File: src/rtl/dma_write_splitter_if.sv
// Command and data stream bundle for the DMA write splitter.
// slave is the splitter's view; master is the view of whoever drives it.
interface dma_write_splitter_if;
    logic         s_cmd_valid;
    logic         s_cmd_ready;
    logic [63:0]  s_cmd_address;
    logic [31:0]  s_cmd_length;
    logic         s_data_valid;
    logic         s_data_ready;
    logic [511:0] s_data_data;
    logic [63:0]  s_data_keep;
    logic         s_data_last;
    logic         m_cmd_valid;
    logic         m_cmd_ready;
    logic [63:0]  m_cmd_address;
    logic [31:0]  m_cmd_length;
    logic         m_data_valid;
    logic         m_data_ready;
    logic [511:0] m_data_data;
    logic [63:0]  m_data_keep;
    logic         m_data_last;

    modport slave (
        input  s_cmd_valid, s_cmd_address, s_cmd_length,
        output s_cmd_ready,
        input  s_data_valid, s_data_data, s_data_keep, s_data_last,
        output s_data_ready,
        output m_cmd_valid, m_cmd_address, m_cmd_length,
        input  m_cmd_ready,
        output m_data_valid, m_data_data, m_data_keep, m_data_last,
        input  m_data_ready
    );

    modport master (
        output s_cmd_valid, s_cmd_address, s_cmd_length,
        input  s_cmd_ready,
        output s_data_valid, s_data_data, s_data_keep, s_data_last,
        input  s_data_ready,
        input  m_cmd_valid, m_cmd_address, m_cmd_length,
        output m_cmd_ready,
        input  m_data_valid, m_data_data, m_data_keep, m_data_last,
        output m_data_ready
    );
endinterface

File: src/rtl/dma_write_splitter.sv
// Splits one DMA write command into chunks bounded by MAX_PAYLOAD and
// BOUNDARY, re-framing the 512-bit data stream with per-chunk last.
module dma_write_splitter #(
    parameter int MAX_PAYLOAD = 512,
    parameter int BOUNDARY    = 4096
) (
    input  logic                  clk,
    input  logic                  rst,
    dma_write_splitter_if.slave   bus,
    output logic [31:0]           cmd_count,
    output logic [31:0]           chunk_count,
    output logic                  err_cmd,
    output logic                  err_last
);
    localparam int BW = $clog2(MAX_PAYLOAD / 64) + 1;

    typedef enum logic [1:0] {
        IDLE,
        CALC,
        CMD,
        DATA
    } state_t;

    state_t          r_state;
    logic [63:0]     r_cur_addr;
    logic [31:0]     r_rem;
    logic [31:0]     r_chunk;
    logic [BW-1:0]   r_beats;
    logic [BW-1:0]   r_beat_cnt;
    logic            r_m_cmd_valid;
    logic [31:0]     r_cmd_count;
    logic [31:0]     r_chunk_count;
    logic            r_err_cmd;
    logic            r_err_last;

    logic [63:0]     w_to_bnd;
    logic [31:0]     w_chunk;
    logic [BW-1:0]   w_beats;
    logic            w_cmd_hs;
    logic            w_beat_hs;
    logic            w_final;
    logic            w_last_chunk;
    logic            w_in_data;

    assign w_to_bnd = 64'(BOUNDARY) - (r_cur_addr & 64'(BOUNDARY - 1));

    always_comb begin
        w_chunk = r_rem;
        if (w_chunk > 32'(MAX_PAYLOAD)) w_chunk = 32'(MAX_PAYLOAD);
        if (64'(w_chunk) > w_to_bnd) w_chunk = w_to_bnd[31:0];
    end

    assign w_beats      = BW'((w_chunk >> 6) - 32'd1);
    assign w_in_data    = (r_state == DATA);
    assign w_cmd_hs     = bus.s_cmd_valid && bus.s_cmd_ready;
    assign w_beat_hs    = bus.s_data_valid && bus.s_data_ready;
    assign w_final      = (r_beat_cnt == r_beats);
    assign w_last_chunk = (r_rem == r_chunk);

    // Handshake enables are combinational so they can be gated by rst.
    assign bus.s_cmd_ready   = !rst && (r_state == IDLE);
    assign bus.s_data_ready  = !rst && w_in_data && bus.m_data_ready;
    assign bus.m_data_valid  = !rst && w_in_data && bus.s_data_valid;
    assign bus.m_data_data   = bus.s_data_data;
    assign bus.m_data_keep   = bus.s_data_keep;
    assign bus.m_data_last   = w_in_data && w_final;
    assign bus.m_cmd_valid   = r_m_cmd_valid;
    assign bus.m_cmd_address = r_cur_addr;
    assign bus.m_cmd_length  = r_chunk;

    assign cmd_count   = r_cmd_count;
    assign chunk_count = r_chunk_count;
    assign err_cmd     = r_err_cmd;
    assign err_last    = r_err_last;

    always_ff @(posedge clk) begin
        if (rst) begin
            r_state       <= IDLE;
            r_cur_addr    <= '0;
            r_rem         <= '0;
            r_chunk       <= '0;
            r_beats       <= '0;
            r_beat_cnt    <= '0;
            r_m_cmd_valid <= 1'b0;
            r_cmd_count   <= '0;
            r_chunk_count <= '0;
            r_err_cmd     <= 1'b0;
            r_err_last    <= 1'b0;
        end else begin
            unique case (r_state)
                IDLE: begin
                    if (w_cmd_hs) begin
                        r_cur_addr  <= {bus.s_cmd_address[63:6], 6'b0};
                        r_rem       <= {bus.s_cmd_length[31:6], 6'b0};
                        r_cmd_count <= r_cmd_count + 32'd1;
                        if (bus.s_cmd_address[5:0] != 6'd0 ||
                            bus.s_cmd_length[5:0] != 6'd0 ||
                            bus.s_cmd_length == 32'd0)
                            r_err_cmd <= 1'b1;
                        if (bus.s_cmd_length[31:6] != 26'd0)
                            r_state <= CALC;
                    end
                end
                CALC: begin
                    r_chunk       <= w_chunk;
                    r_beats       <= w_beats;
                    r_m_cmd_valid <= 1'b1;
                    r_state       <= CMD;
                end
                CMD: begin
                    if (bus.m_cmd_ready) begin
                        r_m_cmd_valid <= 1'b0;
                        r_chunk_count <= r_chunk_count + 32'd1;
                        r_beat_cnt    <= '0;
                        r_state       <= DATA;
                    end
                end
                DATA: begin
                    if (w_beat_hs) begin
                        r_beat_cnt <= r_beat_cnt + BW'(1);
                        // Input last must land exactly on the command's final beat.
                        if (bus.s_data_last != (w_final && w_last_chunk))
                            r_err_last <= 1'b1;
                        if (w_final) begin
                            r_cur_addr <= r_cur_addr + 64'(r_chunk);
                            r_rem      <= r_rem - r_chunk;
                            r_state    <= w_last_chunk ? IDLE : CALC;
                        end
                    end
                end
                default: r_state <= IDLE;
            endcase
        end
    end
endmodule

File: src/flat_wrapper.sv
// flat-port wrapper written by rule: the top's interface ports become plain ports
module dma_write_splitter_flat 
#(
    parameter int MAX_PAYLOAD = 512,
    parameter int BOUNDARY    = 4096
)
  (clk, rst, cmd_count, chunk_count, err_cmd, err_last, bus_s_cmd_valid, bus_s_cmd_address, bus_s_cmd_length, bus_s_cmd_ready, bus_s_data_valid, bus_s_data_data, bus_s_data_keep, bus_s_data_last, bus_s_data_ready, bus_m_cmd_valid, bus_m_cmd_address, bus_m_cmd_length, bus_m_cmd_ready, bus_m_data_valid, bus_m_data_data, bus_m_data_keep, bus_m_data_last, bus_m_data_ready);
  dma_write_splitter_if bus_i ();
  input  logic clk;
  input  logic rst;
  output logic [31:0] cmd_count;
  output logic [31:0] chunk_count;
  output logic err_cmd;
  output logic err_last;
  input wire logic [$bits(bus_i.s_cmd_valid)-1:0] bus_s_cmd_valid;
  input wire logic [$bits(bus_i.s_cmd_address)-1:0] bus_s_cmd_address;
  input wire logic [$bits(bus_i.s_cmd_length)-1:0] bus_s_cmd_length;
  output wire logic [$bits(bus_i.s_cmd_ready)-1:0] bus_s_cmd_ready;
  input wire logic [$bits(bus_i.s_data_valid)-1:0] bus_s_data_valid;
  input wire logic [$bits(bus_i.s_data_data)-1:0] bus_s_data_data;
  input wire logic [$bits(bus_i.s_data_keep)-1:0] bus_s_data_keep;
  input wire logic [$bits(bus_i.s_data_last)-1:0] bus_s_data_last;
  output wire logic [$bits(bus_i.s_data_ready)-1:0] bus_s_data_ready;
  output wire logic [$bits(bus_i.m_cmd_valid)-1:0] bus_m_cmd_valid;
  output wire logic [$bits(bus_i.m_cmd_address)-1:0] bus_m_cmd_address;
  output wire logic [$bits(bus_i.m_cmd_length)-1:0] bus_m_cmd_length;
  input wire logic [$bits(bus_i.m_cmd_ready)-1:0] bus_m_cmd_ready;
  output wire logic [$bits(bus_i.m_data_valid)-1:0] bus_m_data_valid;
  output wire logic [$bits(bus_i.m_data_data)-1:0] bus_m_data_data;
  output wire logic [$bits(bus_i.m_data_keep)-1:0] bus_m_data_keep;
  output wire logic [$bits(bus_i.m_data_last)-1:0] bus_m_data_last;
  input wire logic [$bits(bus_i.m_data_ready)-1:0] bus_m_data_ready;
  assign bus_i.s_cmd_valid = bus_s_cmd_valid;
  assign bus_i.s_cmd_address = bus_s_cmd_address;
  assign bus_i.s_cmd_length = bus_s_cmd_length;
  assign bus_s_cmd_ready = bus_i.s_cmd_ready;
  assign bus_i.s_data_valid = bus_s_data_valid;
  assign bus_i.s_data_data = bus_s_data_data;
  assign bus_i.s_data_keep = bus_s_data_keep;
  assign bus_i.s_data_last = bus_s_data_last;
  assign bus_s_data_ready = bus_i.s_data_ready;
  assign bus_m_cmd_valid = bus_i.m_cmd_valid;
  assign bus_m_cmd_address = bus_i.m_cmd_address;
  assign bus_m_cmd_length = bus_i.m_cmd_length;
  assign bus_i.m_cmd_ready = bus_m_cmd_ready;
  assign bus_m_data_valid = bus_i.m_data_valid;
  assign bus_m_data_data = bus_i.m_data_data;
  assign bus_m_data_keep = bus_i.m_data_keep;
  assign bus_m_data_last = bus_i.m_data_last;
  assign bus_i.m_data_ready = bus_m_data_ready;
  dma_write_splitter #(.MAX_PAYLOAD(MAX_PAYLOAD), .BOUNDARY(BOUNDARY)) u_core (.clk(clk), .rst(rst), .bus(bus_i), .cmd_count(cmd_count), .chunk_count(chunk_count), .err_cmd(err_cmd), .err_last(err_last));
endmodule
File: config.mk
export PLATFORM = sky130hd
export DESIGN_NAME = dma_write_splitter_flat
export DESIGN_NICKNAME = d
export VERILOG_FILES = /design/src/rtl/dma_write_splitter_if.sv /design/src/rtl/dma_write_splitter.sv /design/src/flat_wrapper.sv
export SDC_FILE = /design/constraint.sdc
export NUM_CORES = 1
export LEC_CHECK = 0
export BUFFER_PORTS_ARGS = -buffer_cell sky130_fd_sc_hd__buf_2
export CAP_MARGIN = 20
export CORE_AREA = 2 2 547 549
export CTS_CLUSTER_SIZE = 8
export DETAILED_ROUTE_END_ITERATION = 8
export DIE_AREA = 0 0 549 551
export PLACE_DENSITY = 0.3
export SLEW_MARGIN = 30
export SYNTH_ARGS = -nofsm -noshare
export SYNTH_HDL_FRONTEND = slang
export SYNTH_SLANG_ARGS = --single-unit
File: constraint.sdc
create_clock -name clk -period 6.6 [get_ports clk]
set_input_delay 0 -clock clk [delete_from_list [all_inputs] [get_ports clk]]
set_output_delay 0 -clock clk [all_outputs]
set_load 0.05 [all_outputs]
Yosys cells after proc, flatten, opt, wreduce, memory -nomap -nowiden
Cells that the tools add are included.
- $add $sub $neg: 7
- magnitude comparators: 2
- equal/unequal tests: 11
- muxes and demuxes: 22
- reductions and logical operators: 27
- operators with widths (cell ; count):
    two-way mux 64 bit ; 3
    two-way mux 32 bit ; 5
    case mux 64 bit (2 select lines) ; 1
    adder 32 x 1 -> 32 bit, second input constant ; 2
    adder 64 x 32 -> 64 bit ; 1
    greater-than comparator 32 x 64 -> 1 bit ; 1
    case mux 32 bit (2 select lines) ; 1
    equality test 32 bit ; 1
    greater-than comparator 32 x 10 -> 1 bit, second input constant ; 1
    logical NOT 32 bit ; 1
    subtractor 32 bit ; 1
    nonzero test 26 bit ; 1
    subtractor 13 x 12 -> 14 bit, first input constant ; 1
    nonzero test 6 bit ; 2
    two-way mux 2 bit ; 5
    AND reduction 3 bit ; 3
    logical AND 1 bit ; 8
    two-way mux 4 bit ; 2
    case mux 2 bit (4 select lines) ; 1
    case mux 4 bit (2 select lines) ; 1
    != test 2 x 1 -> 1 bit, second input constant ; 3
    AND reduction 2 bit ; 3
    nonzero test 2 bit ; 3
    AND reduction 5 bit ; 1
    13 further kinds ; 17
- flip-flop bits (word level): 205
- logic and storage cells: 80

Longest topological paths before layout
- word-level depth: 6
- depth in mapped cells: 18

Worst setup path before layout
OpenSTA, ideal clock, no wires.
- path kind: flip-flop to flip-flop
- start: register u_core.r_cur_addr[0] (netlist: u_core.bus.m_cmd_address[0])
- end: register u_core.r_beats[2]
- setup time: 0.116 ns
- arrival time: 3.644 ns
- data required time: 6.484 ns
- path slack: 2.840 ns
- cell stages (with the launch flop): 19
- buffers on the path: 1
- cells stage by stage: dfxtp_1 inv_1 ha_1 inv_1 nor4_1 xnor2_1 inv_1 ha_1 a21o_1 a21o_1 a21o_1 a21oi_1 o21ai_0 o41ai_1 clkbuf_1 mux2i_1 ha_1 xnor2_1 a31o_2
- longest elaborated chain between the ends: 4
- RTL lines (element ; line ; RTL):
    start: declaration ; dma_write_splitter.sv:25 ; logic [63:0] r_cur_addr;
    start signal: assignment ; dma_write_splitter.sv:93 ; r_cur_addr <= {bus.s_cmd_address[63:6], 6'b0};
    start signal: assignment ; dma_write_splitter.sv:125 ; r_cur_addr <= r_cur_addr + 64'(r_chunk);
    subtractor 13 x 12 -> 14 bit (*) ; dma_write_splitter.sv:45 ; assign w_to_bnd = 64'(BOUNDARY) - (r_cur_addr & 64'(BOUNDARY - 1));
    greater-than comparator 32 x 64 -> 1 bit ; dma_write_splitter.sv:50 ; if (64'(w_chunk) > w_to_bnd) w_chunk = w_to_bnd[31:0];
    two-way mux 32 bit (*) ; dma_write_splitter.sv:50 ;
    subtractor 4 x 1 -> 4 bit (*) ; dma_write_splitter.sv:53 ; assign w_beats = BW'((w_chunk >> 6) - 32'd1);
    end signal: assignment ; dma_write_splitter.sv:106 ; r_beats <= w_beats;
    end: declaration ; dma_write_splitter.sv:28 ; logic [BW-1:0] r_beats;
Every way passes the cells marked *; elsewhere a longest branch is shown, timed or not.
A chain may end at the register's enable or synchronous reset.

Worst setup path in the final report
- start: register u_core.r_rem[26]
- end: register u_core.r_beats[2]
- longest elaborated chain between the ends: 5
- RTL lines (element ; line ; RTL):
    start: declaration ; dma_write_splitter.sv:26 ; logic [31:0] r_rem;
    start signal: assignment ; dma_write_splitter.sv:94 ; r_rem <= {bus.s_cmd_length[31:6], 6'b0};
    start signal: assignment ; dma_write_splitter.sv:126 ; r_rem <= r_rem - r_chunk;
    greater-than comparator 32 x 10 -> 1 bit ; dma_write_splitter.sv:49 ; if (w_chunk > 32'(MAX_PAYLOAD)) w_chunk = 32'(MAX_PAYLOAD);
    two-way mux 32 bit (*) ; dma_write_splitter.sv:49 ;
    greater-than comparator 32 x 64 -> 1 bit ; dma_write_splitter.sv:50 ;
    two-way mux 32 bit (*) ; dma_write_splitter.sv:50 ;
    subtractor 4 x 1 -> 4 bit (*) ; dma_write_splitter.sv:53 ;
Marked as above.

==> impl_metrics.ini <==
[status]
outcome = finished clean

[cts]
clock-root-buffer = clkbuf_16
tritoncts_clock_tree = yes
cts_max_level = 2
clock_latency_ns = 0.59
clock_sink_count = 205
cts_inserted_buffers = 35
clk_pin_slew_worst_paths_ns = 0.06
ctsLongestPathBuffers = 3

[drt]
drt-vias-per-instance = 2.53
avg_wl_per_cell_um = 24.2
detailroute.via_count = 15100
detail_route.wirelength_um = 145000
detail_route.drc_violations = 0
detail_route.iter0.violations = 664
ant_nets = 0
number_of_detailed_route_iterations_in_the_first_pass = 5

[timing]
hold_violations = 0
min_period_over_period_pct = 71.2
maxClockFrequency_mhz = 213
worst_clock_skew_ns = 0.0187
maxSlewHeadroom_pct = 36.8
rsz0062_at_grt = false
setup_violations = 0
holdWs_ns = 0.0000193
totalNegativeSetupSlack_ns = 0
post-route-min-period_ns = 4.70
worst_margin_pin_slew_ns = 0.948
final_slew_violations = 0

[floorplan]
die_area_um2 = 302000
core_box_area_um2 = 296000
boundary_pin_count = 1422
die_h_um = 551
dieWidth_um = 549
rows = 200
effective_utilization_at_floorplan_pct = 5.88

[power_and_ir_drop]
power_density_nw_per_um2 = 313
p_leak_nw = 7.44
p_total_mw = 6.66
maximum_ir_drop_on_the_vdd_rail_v = 0.000159

[placement]
portBuffers = 269
dp.cells = 5819
dp.final_hpwl_um = 124000
globalplace.congestion = 0.734

[logic_synthesis]
synth_common_cells = buf_4, dfxtp_1, nor2_1
yosysWarnings = 0
synth.yosys.seq_area_share_pct = 23.5
netlist.area_leader.share_pct = 24.8
mappedNetlistArea_um2 = 17400
synthesis.instances = 2236
synth.avg_cell_area_um2 = 7.80
synth.distinct_cells = 80
leading_post_synthesis_cells_by_cell_area = buf_4, dfxtp_1, ha_1
synth.largest_area_cell = buf_4
synthMostInstantiatedCell = buf_4
synth_enable_flop_cells = 0
postSynth.asyncResetShare_pct = 0
synth.ff_latch_count = 205
dominant_register_cell_in_the_synthesized_netlist = dfxtp_1

[job]
count_of_maximum_capacitance_violations = 0

[global_routing]
global_route_usage_sum_pct = 9.16
grt_first_pass_wirelength_um = 177000
grt_remaining_overflow = 0
grt_max_degree = 56
first_global_vias = 15000
antenna_found_initial = 30

[finish]
final_nets = 2774
final_core_density_pct = 7.19
drive_above_1_share_pct = 18.7
stdcell_count = 5969
layout.filler_cells = 35000
area_growth_pct = 22.3

[min_path]
worst_hold_startpoint = bus_s_data_data[37]
hold_class = primary input to output port
hold-path-cell-count = 0
min_to = bus_m_data_data[37]

[worst_setup_path]
path_max_fanout = 13
r2r-end = u_core.r_beats[2]$_SDFFE_PP0P_
critical_path_arrival_ns = 5.17
critical_path.reg2reg.startpoint = u_core.r_rem[26]$_SDFFE_PP0P_
timing.critical_path.to_type = register
worst-endpoint-required_ns = 7.07
timing_worst_setup_path_type = register to register
worst-r2r-setup-slack_ns = 1.90
worstSetupStartpointType = register
reg2regPathDepth = 17
## cell usage in the layout (no fill, tap or decap), types with 5 or more instances in the layout
cell type,n
o311ai_0,10
inv_1,68
nand2_1,127
xor2_1,63
a31o_2,5
ha_1,83
dfxtp_1,205
a41oi_1,6
clkbuf_1,8
and4_1,12
nor2b_1,15
a22oi_1,13
nand3_1,85
and3_1,45
a21o_1,43
a31oi_1,27
nor4_1,25
nand2b_1,6
or3_1,13
buf_2,268
or2_2,6
o21a_1,11
o211ai_1,13
o31ai_1,5
nand4_1,34
clkbuf_16,35
buf_4,24
mux2i_1,25
a211oi_1,32
or4_1,7
o21ai_0,100
and2_1,25
nor3_1,42
nor2_1,155
diode_2,7
o21bai_1,11
dlygate4sd3_1,91
a21oi_1,130
xnor2_1,58
## stage by stage
stage	cell area [µm²]	worst slack, ns
global placement	19300	1.79
finish	21300	1.90
CTS	21300	1.73
floorplan	17400	2.84
global route	21300	1.50
detailed placement	19400	1.78
## worst max path at each step
stage	end	cells after the start	from	slack [ns]
2_1_floorplan	u_core.r_beats[2]$_SDFFE_PP0P_	18	u_core.bus.m_cmd_address[0]$_SDFFE_PP0P_	2.84
3_3_place_gp	u_core.r_beats[2]$_SDFFE_PP0P_	14	u_core.r_rem[26]$_SDFFE_PP0P_	1.79
3_5_place_dp	u_core.r_beats[2]$_SDFFE_PP0P_	14	u_core.r_rem[26]$_SDFFE_PP0P_	1.78
4_1_cts	u_core.r_beats[2]$_SDFFE_PP0P_	14	u_core.r_rem[26]$_SDFFE_PP0P_	1.73
5_1_grt	u_core.r_beats[2]$_SDFFE_PP0P_	17	u_core.r_rem[26]$_SDFFE_PP0P_	1.50
6_report	u_core.r_beats[2]$_SDFFE_PP0P_	17	u_core.r_rem[26]$_SDFFE_PP0P_	1.90
## timing repair
item	4_1_cts	5_1_grt
setup buffers	0	0
hold endpoints to repair	107	0
resized for setup	0	0
hold buffers	91	0
## kinds of logic after synthesis
kind of cell	Yosys count	share of synthesized area [%]
AOI/OAI and AO/OA	462	17.2
adders and majority gates	87	6.33
and+or+nand+nor	613	17.3
DFF	205	23.5
other	1	0.0215
xor gates and xnor gates	121	6.08
muxes	26	1.50
buffers and inverters	721	28.0
## final cells by class
class                           count  area, µm²  area share (%)
Clock buffer                       47        961            4.51
Antenna cell                        7       17.5          0.0822
Sequential cell                   205       4100            19.3
Clock inverter                      5       41.3           0.194
Tap cell                         3939       4930            23.1
Multi-Input combinational cell   1312       8550            40.1
Inverter                           70        263            1.23
Timing Repair Buffer              384       2450            11.5
## registers in the layout, summed over array words and instances (netlist names)
signal / count
u_core.r_beat_cnt: 4
u_core.chunk_count: 32
u_core.err_cmd: 1
u_core.bus.m_cmd_valid: 1
u_core.err_last: 1
u_core.bus.m_cmd_address: 64
u_core.r_beats: 4
u_core.r_state: 2
u_core.bus.m_cmd_length: 32
u_core.r_rem: 32
u_core.cmd_count: 32
## metal layers
| metal | up-vias | wire length [µm] | global-route usage [%] |
|---|---|---|---|
| met1 | 6929 | 39400 | 7.06 |
| li1 | 6758 | - | - |
| met3 | 528 | 27300 | 7.66 |
| met2 | 888 | 65700 | 14.9 |
| met4 | 12 | 11900 | 6.89 |
| met5 | - | 328 | 0.688 |
## worst max-delay path, cell delays in order (launching register included)
cell,delay [ns]
dfxtp_1,0.33
nor4_1,0.54
nand4_1,0.22
nor4_1,0.45
a21boi_2,0.40
and2_1,0.21
ha_1,0.26
a21o_1,0.18
a21oi_1,0.16
a21oi_1,0.09
a211oi_1,0.20
o21ai_0,0.17
o41ai_4,0.17
buf_4,0.30
mux2i_1,0.34
ha_1,0.22
xnor2_1,0.09
a31o_2,0.25
## power by group
| part | leakage, nW | total [mW] | switching (mW) | internal [mW] |
|---|---|---|---|---|
| Sequential | 1.67 | 1.70 | 0.274 | 1.43 |
| Combinational | 5.28 | 3.20 | 2.15 | 1.04 |
| Clock | 0.483 | 1.76 | 0.752 | 1.01 |
| Total | 7.44 | 6.66 | 3.18 | 3.48 |
Power figures use the tool's default switching activity.
